File: config.mk
export PLATFORM = sky130hd
export DESIGN_NAME = mem_arbiter
export DESIGN_NICKNAME = d
export VERILOG_FILES = /design/src/rtl/mem_arbiter_pkg.sv /design/src/rtl/arb_pick.sv /design/src/rtl/mem_arbiter.sv
export SDC_FILE = /design/constraint.sdc
export NUM_CORES = 1
export LEC_CHECK = 0
export BUFFER_PORTS_ARGS = -buffer_cell sky130_fd_sc_hd__buf_2
export CORE_AREA = 5 5 139 141
export CTS_BUF_LIST = sky130_fd_sc_hd__clkbuf_4
export DETAILED_ROUTE_END_ITERATION = 12
export DIE_AREA = 0 0 144 146
export PLACE_DENSITY_LB_ADDON = 0.12
export SYNTH_ARGS = -nofsm -noshare
export SYNTH_HDL_FRONTEND = slang
export SYNTH_SLANG_ARGS = --single-unit
File: constraint.sdc
create_clock -name clk -period 2.5 [get_ports clk]
set_clock_uncertainty 0.2 [all_clocks]
set_input_delay 0.125 -clock clk [delete_from_list [all_inputs] [get_ports clk]]
set_output_delay 0.125 -clock clk [all_outputs]
set_load 0.01 [all_outputs]
File: src/rtl/mem_arbiter_pkg.sv
// mem_arbiter_pkg: shared state/master encodings and AXI response codes for mem_arbiter
package mem_arbiter_pkg;
    typedef enum logic [1:0] {
        IDLE   = 2'd0,
        IFU_RD = 2'd1,
        LSU_RD = 2'd2,
        LSU_WR = 2'd3
    } arb_state_e;
    typedef enum logic {
        MST_IFU = 1'b0,
        MST_LSU = 1'b1
    } master_e;
    localparam logic [1:0] OKAY   = 2'b00;
    localparam logic [1:0] SLVERR = 2'b10;
    function automatic master_e owner(input arb_state_e s);
        return (s == IFU_RD) ? MST_IFU : MST_LSU;
    endfunction
endpackage

File: src/rtl/arb_pick.sv
// arb_pick: combinational next-grant selection for mem_arbiter
//   ifu_req, lsu_rd_req, lsu_wr_req : pending requests seen in IDLE
//   last_grant                      : master granted most recently (round-robin only)
//   nxt                             : state to enter on the next edge (IDLE when nothing pending)
//   MEM_ARBITER_RR_EN defined selects round-robin between IFU and LSU, else LSU has fixed priority.
module arb_pick
    import mem_arbiter_pkg::*;
(
    input  logic       ifu_req,
    input  logic       lsu_rd_req,
    input  logic       lsu_wr_req,
    input  master_e    last_grant,
    output arb_state_e nxt
);
    logic       lsu_req;
    arb_state_e lsu_st;
    assign lsu_req = lsu_rd_req | lsu_wr_req;
    assign lsu_st  = lsu_rd_req ? LSU_RD : LSU_WR;
`ifdef MEM_ARBITER_RR_EN
    assign nxt = (lsu_req && ifu_req) ? ((last_grant == MST_LSU) ? IFU_RD : lsu_st) :
                 lsu_req ? lsu_st : ifu_req ? IFU_RD : IDLE;
`else
    logic unused_last_grant;
    assign unused_last_grant = last_grant;
    assign nxt = lsu_req ? lsu_st : ifu_req ? IFU_RD : IDLE;
`endif
endmodule

File: src/rtl/mem_arbiter.sv
// mem_arbiter: two-master (IFU read-only, LSU read/write) AXI4-Lite arbiter onto one memory slave
//   clk, rst (async, active-low)
//   ifu_ar*/ifu_r*                         : IFU read master
//   lsu_ar*/lsu_r*/lsu_aw*/lsu_w*/lsu_b*   : LSU read/write master
//   slv_ar*/slv_r*/slv_aw*/slv_w*/slv_b*   : memory slave
//   gnt_state                              : current arbiter state (debug)
//   MEM_ARBITER_RR_EN defined selects round-robin arbitration, else fixed LSU > IFU.
// One whole transaction is in flight at a time; the granted master is wired straight through.
module mem_arbiter
    import mem_arbiter_pkg::*;
#(
    parameter int ADDR_W = 32,
    parameter int DATA_W = 32
) (
    input  logic                clk,
    input  logic                rst,
    input  logic                ifu_arvalid,
    input  logic [ADDR_W-1:0]   ifu_araddr,
    output logic                ifu_arready,
    output logic                ifu_rvalid,
    output logic [DATA_W-1:0]   ifu_rdata,
    output logic [1:0]          ifu_rresp,
    input  logic                ifu_rready,
    input  logic                lsu_arvalid,
    input  logic [ADDR_W-1:0]   lsu_araddr,
    output logic                lsu_arready,
    output logic                lsu_rvalid,
    output logic [DATA_W-1:0]   lsu_rdata,
    output logic [1:0]          lsu_rresp,
    input  logic                lsu_rready,
    input  logic                lsu_awvalid,
    input  logic [ADDR_W-1:0]   lsu_awaddr,
    output logic                lsu_awready,
    input  logic                lsu_wvalid,
    input  logic [DATA_W-1:0]   lsu_wdata,
    input  logic [DATA_W/8-1:0] lsu_wstrb,
    output logic                lsu_wready,
    output logic                lsu_bvalid,
    output logic [1:0]          lsu_bresp,
    input  logic                lsu_bready,
    output logic                slv_arvalid,
    output logic [ADDR_W-1:0]   slv_araddr,
    input  logic                slv_arready,
    input  logic                slv_rvalid,
    input  logic [DATA_W-1:0]   slv_rdata,
    input  logic [1:0]          slv_rresp,
    output logic                slv_rready,
    output logic                slv_awvalid,
    output logic [ADDR_W-1:0]   slv_awaddr,
    input  logic                slv_awready,
    output logic                slv_wvalid,
    output logic [DATA_W-1:0]   slv_wdata,
    output logic [DATA_W/8-1:0] slv_wstrb,
    input  logic                slv_wready,
    input  logic                slv_bvalid,
    input  logic [1:0]          slv_bresp,
    output logic                slv_bready,
    output logic [1:0]          gnt_state
);
    arb_state_e state, nxt;
    master_e    last_grant;
    logic       ar_done, aw_done, w_done;
    logic       st_ifu, st_lr, st_lw, done;

    arb_pick u_pick (
        .ifu_req    (ifu_arvalid),
        .lsu_rd_req (lsu_arvalid),
        .lsu_wr_req (lsu_awvalid | lsu_wvalid),
        .last_grant (last_grant),
        .nxt        (nxt)
    );

    assign st_ifu    = state == IFU_RD;
    assign st_lr     = state == LSU_RD;
    assign st_lw     = state == LSU_WR;
    assign gnt_state = state;

    // Address/data phases are closed once handshaken so a master cannot open a second transaction early.
    assign slv_arvalid = ~ar_done & (st_ifu ? ifu_arvalid : st_lr & lsu_arvalid);
    assign slv_araddr  = st_ifu ? ifu_araddr : st_lr ? lsu_araddr : '0;
    assign slv_rready  = st_ifu ? ifu_rready : st_lr & lsu_rready;
    assign slv_awvalid = st_lw & ~aw_done & lsu_awvalid;
    assign slv_awaddr  = st_lw ? lsu_awaddr : '0;
    assign slv_wvalid  = st_lw & ~w_done & lsu_wvalid;
    assign slv_wdata   = st_lw ? lsu_wdata : '0;
    assign slv_wstrb   = st_lw ? lsu_wstrb : '0;
    assign slv_bready  = st_lw & lsu_bready;

    assign ifu_arready = st_ifu & ~ar_done & slv_arready;
    assign ifu_rvalid  = st_ifu & slv_rvalid;
    assign ifu_rdata   = st_ifu ? slv_rdata : '0;
    assign ifu_rresp   = st_ifu ? slv_rresp : '0;
    assign lsu_arready = st_lr & ~ar_done & slv_arready;
    assign lsu_rvalid  = st_lr & slv_rvalid;
    assign lsu_rdata   = st_lr ? slv_rdata : '0;
    assign lsu_rresp   = st_lr ? slv_rresp : '0;
    assign lsu_awready = st_lw & ~aw_done & slv_awready;
    assign lsu_wready  = st_lw & ~w_done & slv_wready;
    assign lsu_bvalid  = st_lw & slv_bvalid;
    assign lsu_bresp   = st_lw ? slv_bresp : '0;

    // slv_rready/slv_bready are already zero outside the matching states.
    assign done = (slv_rvalid & slv_rready) | (slv_bvalid & slv_bready);

    always_ff @(posedge clk or negedge rst) begin
        if (!rst) begin
            state      <= IDLE;
            last_grant <= MST_IFU;
            ar_done    <= 1'b0;
            aw_done    <= 1'b0;
            w_done     <= 1'b0;
        end else if (state == IDLE) begin
            state <= nxt;
            if (nxt != IDLE) last_grant <= owner(nxt);
        end else begin
            state   <= done ? IDLE : state;
            ar_done <= ~done & (ar_done | (slv_arvalid & slv_arready));
            aw_done <= ~done & (aw_done | (slv_awvalid & slv_awready));
            w_done  <= ~done & (w_done | (slv_wvalid & slv_wready));
        end
    end
endmodule

After elaboration in Yosys (flattened, before gate mapping)

Index checks and enable logic that the tools add are counted.

Output and inout bits: 184
Word-level logic and storage cells: 61
Bits in registers: 5

Equal/unequal tests: 3
Muxes and demuxes: 17
Bitwise gates (word level): 35
Reduce and logical (&&, ||, !) cells: 2

Operators with widths:

| operator             | count |
|---|---|
| $mux W32             | 6 |
| $and A1 B1 Y1        | 25 |
| $mux W2              | 6 |
| $or A1 B1 Y1         | 6 |
| $eq A2 B2 Y1 const B | 2 |
| $mux W1              | 4 |
| $mux W4              | 1 |
| $not A1 Y1           | 4 |
| $eq A2 B1 Y1 const B | 1 |
| $logic_not A2 Y1     | 1 |
| $reduce_bool A2 Y1   | 1 |

Depth between registers and ports, before layout

Gate-level depths: netlist (run 1).

Word-level depth: 7
Mapped depth: 5

Cells and area by module

From an unflattened synthesis (run 1), not the netlist that was laid out.

Cell total of the unflattened synthesis: 253
Area, all modules: 1767.9 µm²

By module, submodules not included:

| module      | times used | cells each | seq. area each (µm²) | area each (µm²) |
|---|---|---|---|---|
| mem_arbiter | 1          | 250        | 150.1                | 1744.2 |
| arb_pick    | 1          | 3          | 0.0                  | 23.8 |

Worst setup path after synthesis (run 1)

OpenSTA, ideal clock, no wires.

Path type: register -> output
From: register state[0], in the netlist gnt_state[0]
To: output lsu_awready
Slack: 1.002 ns
Stages on the path, launching flop included: 5
Required time: 2.175 ns
Arrival time: 1.173 ns
Path through: dfrtp_1 buf_2 buf_4 nand2_1 nor3b_1

Cells in the longest elaborated chain, start to end: 3

RTL lines:

| item                       | RTL line           | source |
|---|---|---|
| from (decl)                | mem_arbiter.sv:60  | `arb_state_e state, nxt;` |
| from (signal assigned)     | mem_arbiter.sv:113 | `state <= nxt;` |
| from (signal assigned)     | mem_arbiter.sv:116 | `state <= done ? IDLE : state;` |
| $eq A2 B2 Y1               | mem_arbiter.sv:75  | `assign st_lw = state == LSU_WR;` |
| $and A1 B1 Y1 (2 in a row) | mem_arbiter.sv:97  | `assign lsu_awready = st_lw & ~aw_done & slv_awready;` |
| to (decl)                  | mem_arbiter.sv:33  | `output logic lsu_awready,` |

Every way passes these cells.

Worst setup path in the final report (run 1)

From: register state[0], in the netlist gnt_state[0]
To: output slv_arvalid

Cells in the longest elaborated chain, start to end: 4

RTL lines:

| item              | RTL line          | source |
|---|---|---|
| $eq A2 B2 Y1      | mem_arbiter.sv:74 | `assign st_lr = state == LSU_RD;` |
| $and A1 B1 Y1     | mem_arbiter.sv:79 | `assign slv_arvalid = ~ar_done & (st_ifu ? ifu_arvalid : st_lr & lsu_arvalid);` |
| $mux W1 (*)       | mem_arbiter.sv:79 |  |
| $and A1 B1 Y1 (*) | mem_arbiter.sv:79 |  |
| to (decl)         | mem_arbiter.sv:41 | `output logic slv_arvalid,` |

Every way passes the cells marked *; elsewhere a longest branch is shown, timed or not.

==> results of run 1 <==
-- flip-flops by register name (all words and copies together) (netlist names) --
| name | flops |
|---|---|
| gnt_state | 2 |
| aw_done | 1 |
| w_done | 1 |
| ar_done | 1 |
-- how the worst min path moves through the flow --
stage | end | startpoint | depth (start not counted)
3_5_place_dp | ar_done | rst | 1
2_1_floorplan | ar_done | rst | 0
3_3_place_gp | ar_done | rst | 1
5_1_grt | aw_done | rst | 2
6_report | ar_done | slv_arready | 3
4_1_cts | ar_done | slv_arready | 3
-- where the power goes --
group	switching [uW]	internal [uW]	leakage [uW]
clock	35.6	71.3	0.0000184
sequential	112	120	0.0000596
combinational	1700	1360	0.00252
-- cell families after synthesis --
group	count (synthesis)	synth area share, %
AOI/OAI and AO/OA	39	20.2
buffers and inverters	35	9.57
DFF	5	7.47
and+or+nand+nor	169	62.8
-- cells in the final DEF, fill, tap and decap left out, drive strengths merged, types with 3 or more instances in the layout --
cell type    instances
clkbuf               4
and2                71
a31oi                3
dfrtp                5
nor3b                4
buf                370
dlygate4sd3          7
and3                74
nand3                4
a22o                32
nor2                 3
nand2                4
-- synthesized netlist by cell type --
master | count | area share [%]
nand3b_1 | 2 | 0.90
o41ai_2 | 1 | 0.97
inv_1 | 1 | 0.22
buf_4 | 4 | 1.8
a22o_1 | 32 | 17
nand4_2 | 1 | 0.75
nand2_1 | 4 | 0.90
nand4b_1 | 2 | 1.0
and2_1 | 71 | 27
o31ai_1 | 1 | 0.45
a22oi_1 | 1 | 0.45
clkbuf_1 | 19 | 4.3
nor3_1 | 2 | 0.60
and3_1 | 74 | 28
nor3b_1 | 4 | 1.8
buf_2 | 11 | 3.3
nor2b_1 | 2 | 0.75
dfrtp_1 | 5 | 7.5
nand3_1 | 4 | 1.2
o211ai_1 | 1 | 0.45
a31oi_1 | 3 | 1.1
nor2_1 | 3 | 0.67
-- cell type report --
class / instances / area (um2)
clock buffer: 4 / 30.0
multi-input combinational: 208 / 1400
timing repair buffer: 377 / 1950
inverter: 1 / 3.75
fill: 2024 / 14000
sequential: 5 / 128
tap: 229 / 287
-- critical path, stage by stage, from the launching register on --
cell	delay [ps]
dfrtp_2	570
nor2b_4	170
buf_4	390
a22oi_1	160
nor2_1	110
buf_2	140
-- metrics by stage --
step                      util (%)  instance area (um2)  hold WS (ps)
after global placement        20.7                 3700          -252
after global routing          21.3                 3800          39.5
after detailed placement      20.7                 3700          -248
after CTS                     21.3                 3800          11.0
after floorplan                  -                 1670          -371
final                         21.3                 3800          18.6
-- repair_timing --
action                    in CTS  in global routing
resized for setup              0                  0
hold buffers                   7                  0
hold endpoints to repair       9                  0
-- per-layer routing --
metal	wire length, um	GRT usage [%]	vias to the layer above
met3	1600	3.32	8
met4	95	1.41	2
met5	20	0	-
met1	4100	10.0	1462
met2	7530	25.0	233
li1	-	-	1574
==> results.md, run 1 <==
* Status: finished clean
* Mapped cell area at approximately 1700 um2
* Num Clock Sinks at 5
* Row count at between 40 and 50
* Vias in the first global route at 3542
* DP Cell Count at a little over 800
* Clk Latency, worst-skew pair at between 200 and 250 ps
* Pre-CTS WS at approximately 460 ps
* Critical R2R Capture: w_done
* Yosys cell types at 22
* Crit-path max FO at 47
* Core footprint at 17800 um2
* Cells on worst reg2reg path at 4
* Power Total at approximately 3400 uW
* Layout Nets at 778
* Setup TNS after final layout at 0 ps
* Leak Pwr at ~0.0026 uW
* Max IR drop VDD at approximately 0.29 mV
* Worst-case clock buffer depth at 2
* Top Ports at ~370
* Seq/Total Area, Yosys at about 7.5%
* PD cells at around 900 nW/um2
* Required @ worst endpoint at 2170 ps
* Setup Buffers After CTS at 0
* Layout cells sized above 1 at 63.9%
* Slew margin rel. at 66.2%
* Largest net degree at the start of global routing at 71
* Critical path data arrival time at 1800 ps
* Yosys warns at 0
* Setup ws final at 373 ps
* Antenna violations before repair at 1
* Detailed Routing Iterations Pass 1 at 4
* Vias post-DR at roughly 3.3k
* Syn nets at 430
* Vias per Instance at about 4.0
* Final Max Tran Viols at 0
* Area Growth Syn to Fin at 127%
* Critical path class: reg -> out
* Fmax at approximately 470 MHz
* Worst Setup Start Kind: flip-flop
* RR Startpoint: gnt_state[1]
* GRT Total Usage at 11.5%
* Critical Path Start: gnt_state[0]
* GPL Wtd Cong at ~0.76
* DRC at 0
* H-tree lvl count at 1
* R2R setup slack at 550 ps
* DPL Wire Length at 11800 um
* Initial Util at a little under a tenth
* Chip height at ~150 um
* Post-Route WL at between 10000 and 15000 um
* IO buf count at approximately 370
* DIE WIDTH at between 100 and 150 um
* Fin crit period at 2130 ps
* Slew @ Worst Pin at 506 ps
* Global route overflow at 0
* Root buffer cell: clkbuf_4
* Yosys reg bits at 5
* Post-route ant nets at 0
* Hold Fails Final Rpt at 0
* CTS Buf Count at 3
* Die area at roughly 21000 um2
* Clock transition at the registers of the reported paths at 50 ps
* Hold/Removal Path Class: in -> reg
* Final setup violation count at 0
* Max-cap violations at 0
* Fin cells at 824
* Period utilization at 85.1%
* Avg Cell Area, Syn at between 6 and 7 um2
* Unrepaired setup endpoints after global routing: false
* N_diodes at 0
* WL/cell at 16.2 um
* CTS tree: built
* Crit path to: slv_arvalid
* Nature of the critical path endpoint: primary output
* First-pass GRT wire length at 19200 um
* Cell count after synthesis at around 250
* Initial drt markers at 50
Power figures use the tool's default switching activity.
==> inputs of run 2 (changes only) <==
--- a/config.mk
+++ b/config.mk
@@ -5,11 +5,12 @@
 export SDC_FILE = /design/constraint.sdc
 export NUM_CORES = 1
 export LEC_CHECK = 0
+export ABC_AREA = 1
 export BUFFER_PORTS_ARGS = -buffer_cell sky130_fd_sc_hd__buf_2
-export CORE_AREA = 5 5 139 141
+export CORE_AREA = 5 5 138 140
 export CTS_BUF_LIST = sky130_fd_sc_hd__clkbuf_4
 export DETAILED_ROUTE_END_ITERATION = 12
-export DIE_AREA = 0 0 144 146
+export DIE_AREA = 0 0 143 145
 export PLACE_DENSITY_LB_ADDON = 0.12
 export SYNTH_ARGS = -nofsm -noshare
 export SYNTH_HDL_FRONTEND = slang
==> run 2 against run 1 <==
Non-clock buffer count increased by 1. Critical path depth is 1 lower. Final cell count increased by 22%. Die area decreased by 1.4%. Setup slack worse by 55 ps. Count of clock-buffer cells in the layout did not move. Via count grew 12%. Register-to-register slack improved by 170 ps. Fmax shrank 2.5%. First-iteration DRC count is 110% higher. Cell area grew 4.6%. Synthesized cell count is 69% higher.
==> results.md, run 2 <==
* Status: finished clean (unchanged)
* Pre-CTS WS at 528 ps (was 464 ps)
* Initial Util at 10.6% (was 9.38%)
* Most common cell after layout, fill and taps aside: buf_2 (unchanged)
* Area contributors post-synth: nor2_1, inv_1, nand3_1 (was and3_1, and2_1, a22o_1)
* Post-synth ARST share at 100% (unchanged)
* Clock group share of total power at 3.1% (about the same)
* Most frequent cell after synthesis: nor2_1 (was and3_1)
* Chip height at 145 um (was 146 um)
* Period utilization at 87.3% (was 85.1%)
* DP Cell Count at 992 (was 813)
* GPL Wtd Cong at 0.789 (was 0.758)
* Fin cells at 1002 (was 824)
* Area leader, netlist: nor2_1 (was and3_1)
* Gate power share at 91.9% (was 90.0%)
* Cell count after synthesis at 418 (was 248)
* H-tree lvl count at 1 (unchanged)
* Vias in the first global route at 3590 (was 3542)
* Area share of the largest cell type after synthesis at 29.3% (was 27.7%)
* Avg Cell Area, Syn at 4.47 um2 (was 6.75 um2)
* P_int at 1280 uW (was 1550 uW)
* WL/cell at 13.9 um (was 16.2 um)
* EDFF count, synth at 0 (unchanged)
* Critical path class: reg -> out (unchanged)
* Unrepaired setup endpoints after global routing: false (unchanged)
* Required @ worst endpoint at 2170 ps (about the same)
* Yosys reg bits at 5 (unchanged)
* Top Ports at 366 (unchanged)
* Leak Pwr at 0.00305 uW (was 0.00259 uW)
* Setup Buffers After CTS at 0 (unchanged)
* First-pass GRT wire length at 20000 um (was 19200 um)
* Worst-case clock buffer depth at 2 (unchanged)
* Psw at 2060 uW (was 1850 uW)
* Critical R2R Capture: ar_done (was w_done)
* Root buffer cell: clkbuf_4 (unchanged)
* Antenna violations before repair at 2 (was 1)
* Setup TNS after final layout at 0 ps (unchanged)
* Slew margin rel. at 65.0% (was 66.2%)
* DIE WIDTH at 143 um (was 144 um)
* Max-cap violations at 0 (unchanged)
* Clk Latency, worst-skew pair at 240 ps (about the same)
* Initial drt markers at 105 (was 50)
* Ys flop type: dfrtp_1 (unchanged)
* Cells on worst reg2reg path at 7 (was 4)
* Layout cells sized above 1 at 49.7% (was 63.9%)
* Layout Nets at 955 (was 778)
* Post-Route WL at 13900 um (was 13300 um)
* Nature of the critical path endpoint: primary output (unchanged)
* Final setup violation count at 0 (unchanged)
* Hold depth at 3 (unchanged)
* Row count at 49 (unchanged)
* Hold Fails Final Rpt at 0 (unchanged)
* Largest net degree at the start of global routing at 58 (was 71)
* Max FFs per register at 2 (unchanged)
* Fmax at 458 MHz (was 470 MHz)
* Syn nets at 600 (was 430)
* Mapped cell area at 1870 um2 (was 1670 um2)
* Detailed Routing Iterations Pass 1 at 4 (unchanged)
* Crit-path max FO at 36 (was 47)
* Sw Share at 61.6% (was 54.4%)
* Fin crit period at 2180 ps (was 2130 ps)
* DPL Wire Length at 12000 um (was 11800 um)
* GRT Total Usage at 12.3% (was 11.5%)
* Core footprint at 17700 um2 (was 17800 um2)
* Yosys cell types at 18 (was 22)
* Max IR drop VDD at 0.371 mV (was 0.294 mV)
* CTS tree: built (unchanged)
* Post-route ant nets at 0 (unchanged)
* Setup ws final at 318 ps (was 373 ps)
* Vias per Instance at 3.66 (was 3.98)
* Slew @ Worst Pin at 524 ps (was 506 ps)
* Vias post-DR at 3665 (was 3279)
* Die area at 20700 um2 (was 21000 um2)
* Num Clock Sinks at 5 (unchanged)
* Global route overflow at 0 (unchanged)
* Beginning of the worst hold path: lsu_wvalid (was slv_arready)
* Most frequent cells in the layout: buf_2, nor2_1, inv_1 (was buf_2, and3_1, and2_1)
* Critical path data arrival time at 1860 ps (was 1800 ps)
* Area Growth Syn to Fin at 113% (was 127%)
* WHS Endpoint: gnt_state[1] (was ar_done)
* DRC at 0 (unchanged)
* PD cells at 839 nW/um2 (was 896 nW/um2)
* Final Max Tran Viols at 0 (unchanged)
* Worst Setup Start Kind: flip-flop (unchanged)
* Top cells by count, synth: nor2_1, inv_1, nand3_1 (was and3_1, and2_1, a22o_1)
* RR Startpoint: gnt_state[1] (unchanged)
* Yosys warns at 0 (unchanged)
* Hold/Removal Path Class: in -> reg (unchanged)
* CTS Buf Count at 3 (unchanged)
* Seq/Total Area, Yosys at 6.69% (was 7.47%)
* IO buf count at 365 (unchanged)
* R2R setup slack at 720 ps (was 550 ps)
* Seq pwr share at 5.0% (was 6.8%)
* Clock transition at the registers of the reported paths at 40 ps (was 50 ps)
==> run 2: how the worst max path moves through the flow <==
stage            startpoint     endpoint  slack, ps  depth (start not counted)
6_report       gnt_state[1]  ifu_arready        320                          4
4_1_cts        gnt_state[0]  lsu_arready        240                          4
2_1_floorplan  gnt_state[1]  lsu_awready       1100                          3
5_1_grt        gnt_state[0]  lsu_arready        120                          4
3_5_place_dp   gnt_state[0]  lsu_arready        530                          4
3_3_place_gp   gnt_state[0]  lsu_arready        550                          4
==> run 2: logic make-up (layout without fill, tap and decap cells) <==
group	count (synthesis)	in the layout	share of synthesized area, %
buf+inv	142	496	31.8
flops	5	5	6.69
other cells	0	1	0
compound gates	6	6	1.94
simple gates	265	265	59.6
==> run 2: critical path, stage by stage, from the launching register on <==
cell and delay [ps]:
dfrtp_1 390, inv_2 400, nand2_4 370, nor3_1 260, buf_2 180
==> run 2: what timing repair did <==
item                                   CTS  global route
gates resized for setup                  0             0
endpoints found under the hold margin    9             0
hold buffers                             5             0
==> run 2: cell type report <==
type,count,area [um2]
Fill cell,2126,13700
Multi-Input combinational cell,271,1150
Sequential cell,5,125
Tap cell,229,287
Antenna cell,1,2.50
Inverter,114,428
Clock buffer,4,30.0
Timing Repair Buffer,378,1950
==> run 2: power groups by stage <==
stage | registers [uW] | logic (uW) | clock network (uW)
after CTS | 165 | 3160 | 109
final | 166 | 3070 | 105
after global placement | 167 | 3180 | 0
after detailed placement | 166 | 3130 | 0
after global routing | 168 | 3410 | 118
after floorplan | 160 | 1790 | 0
==> run 2: metrics by stage <==
step                power [uW]  hold WS, ps  utilization (%)  instance area (um2)
global route              3700         11.7             22.4                 3980
CTS                       3430        0.910             22.4                 3970
floorplan                 1950         -371                -                 1870
finish                    3340         6.46             22.4                 3980
global placement          3350         -237             22.0                 3890
detailed placement        3300         -236             22.0                 3890
==> run 2: layer usage <==
metal | vias up | GRT usage (%) | share of wire (%)
li1 | 1913 | - | -
met1 | 1533 | 12.3 | 35
met2 | 199 | 24.6 | 53
met3 | 18 | 2.90 | 9.6
met4 | 2 | 3.37 | 2.2
met5 | - | 0 | 0.086
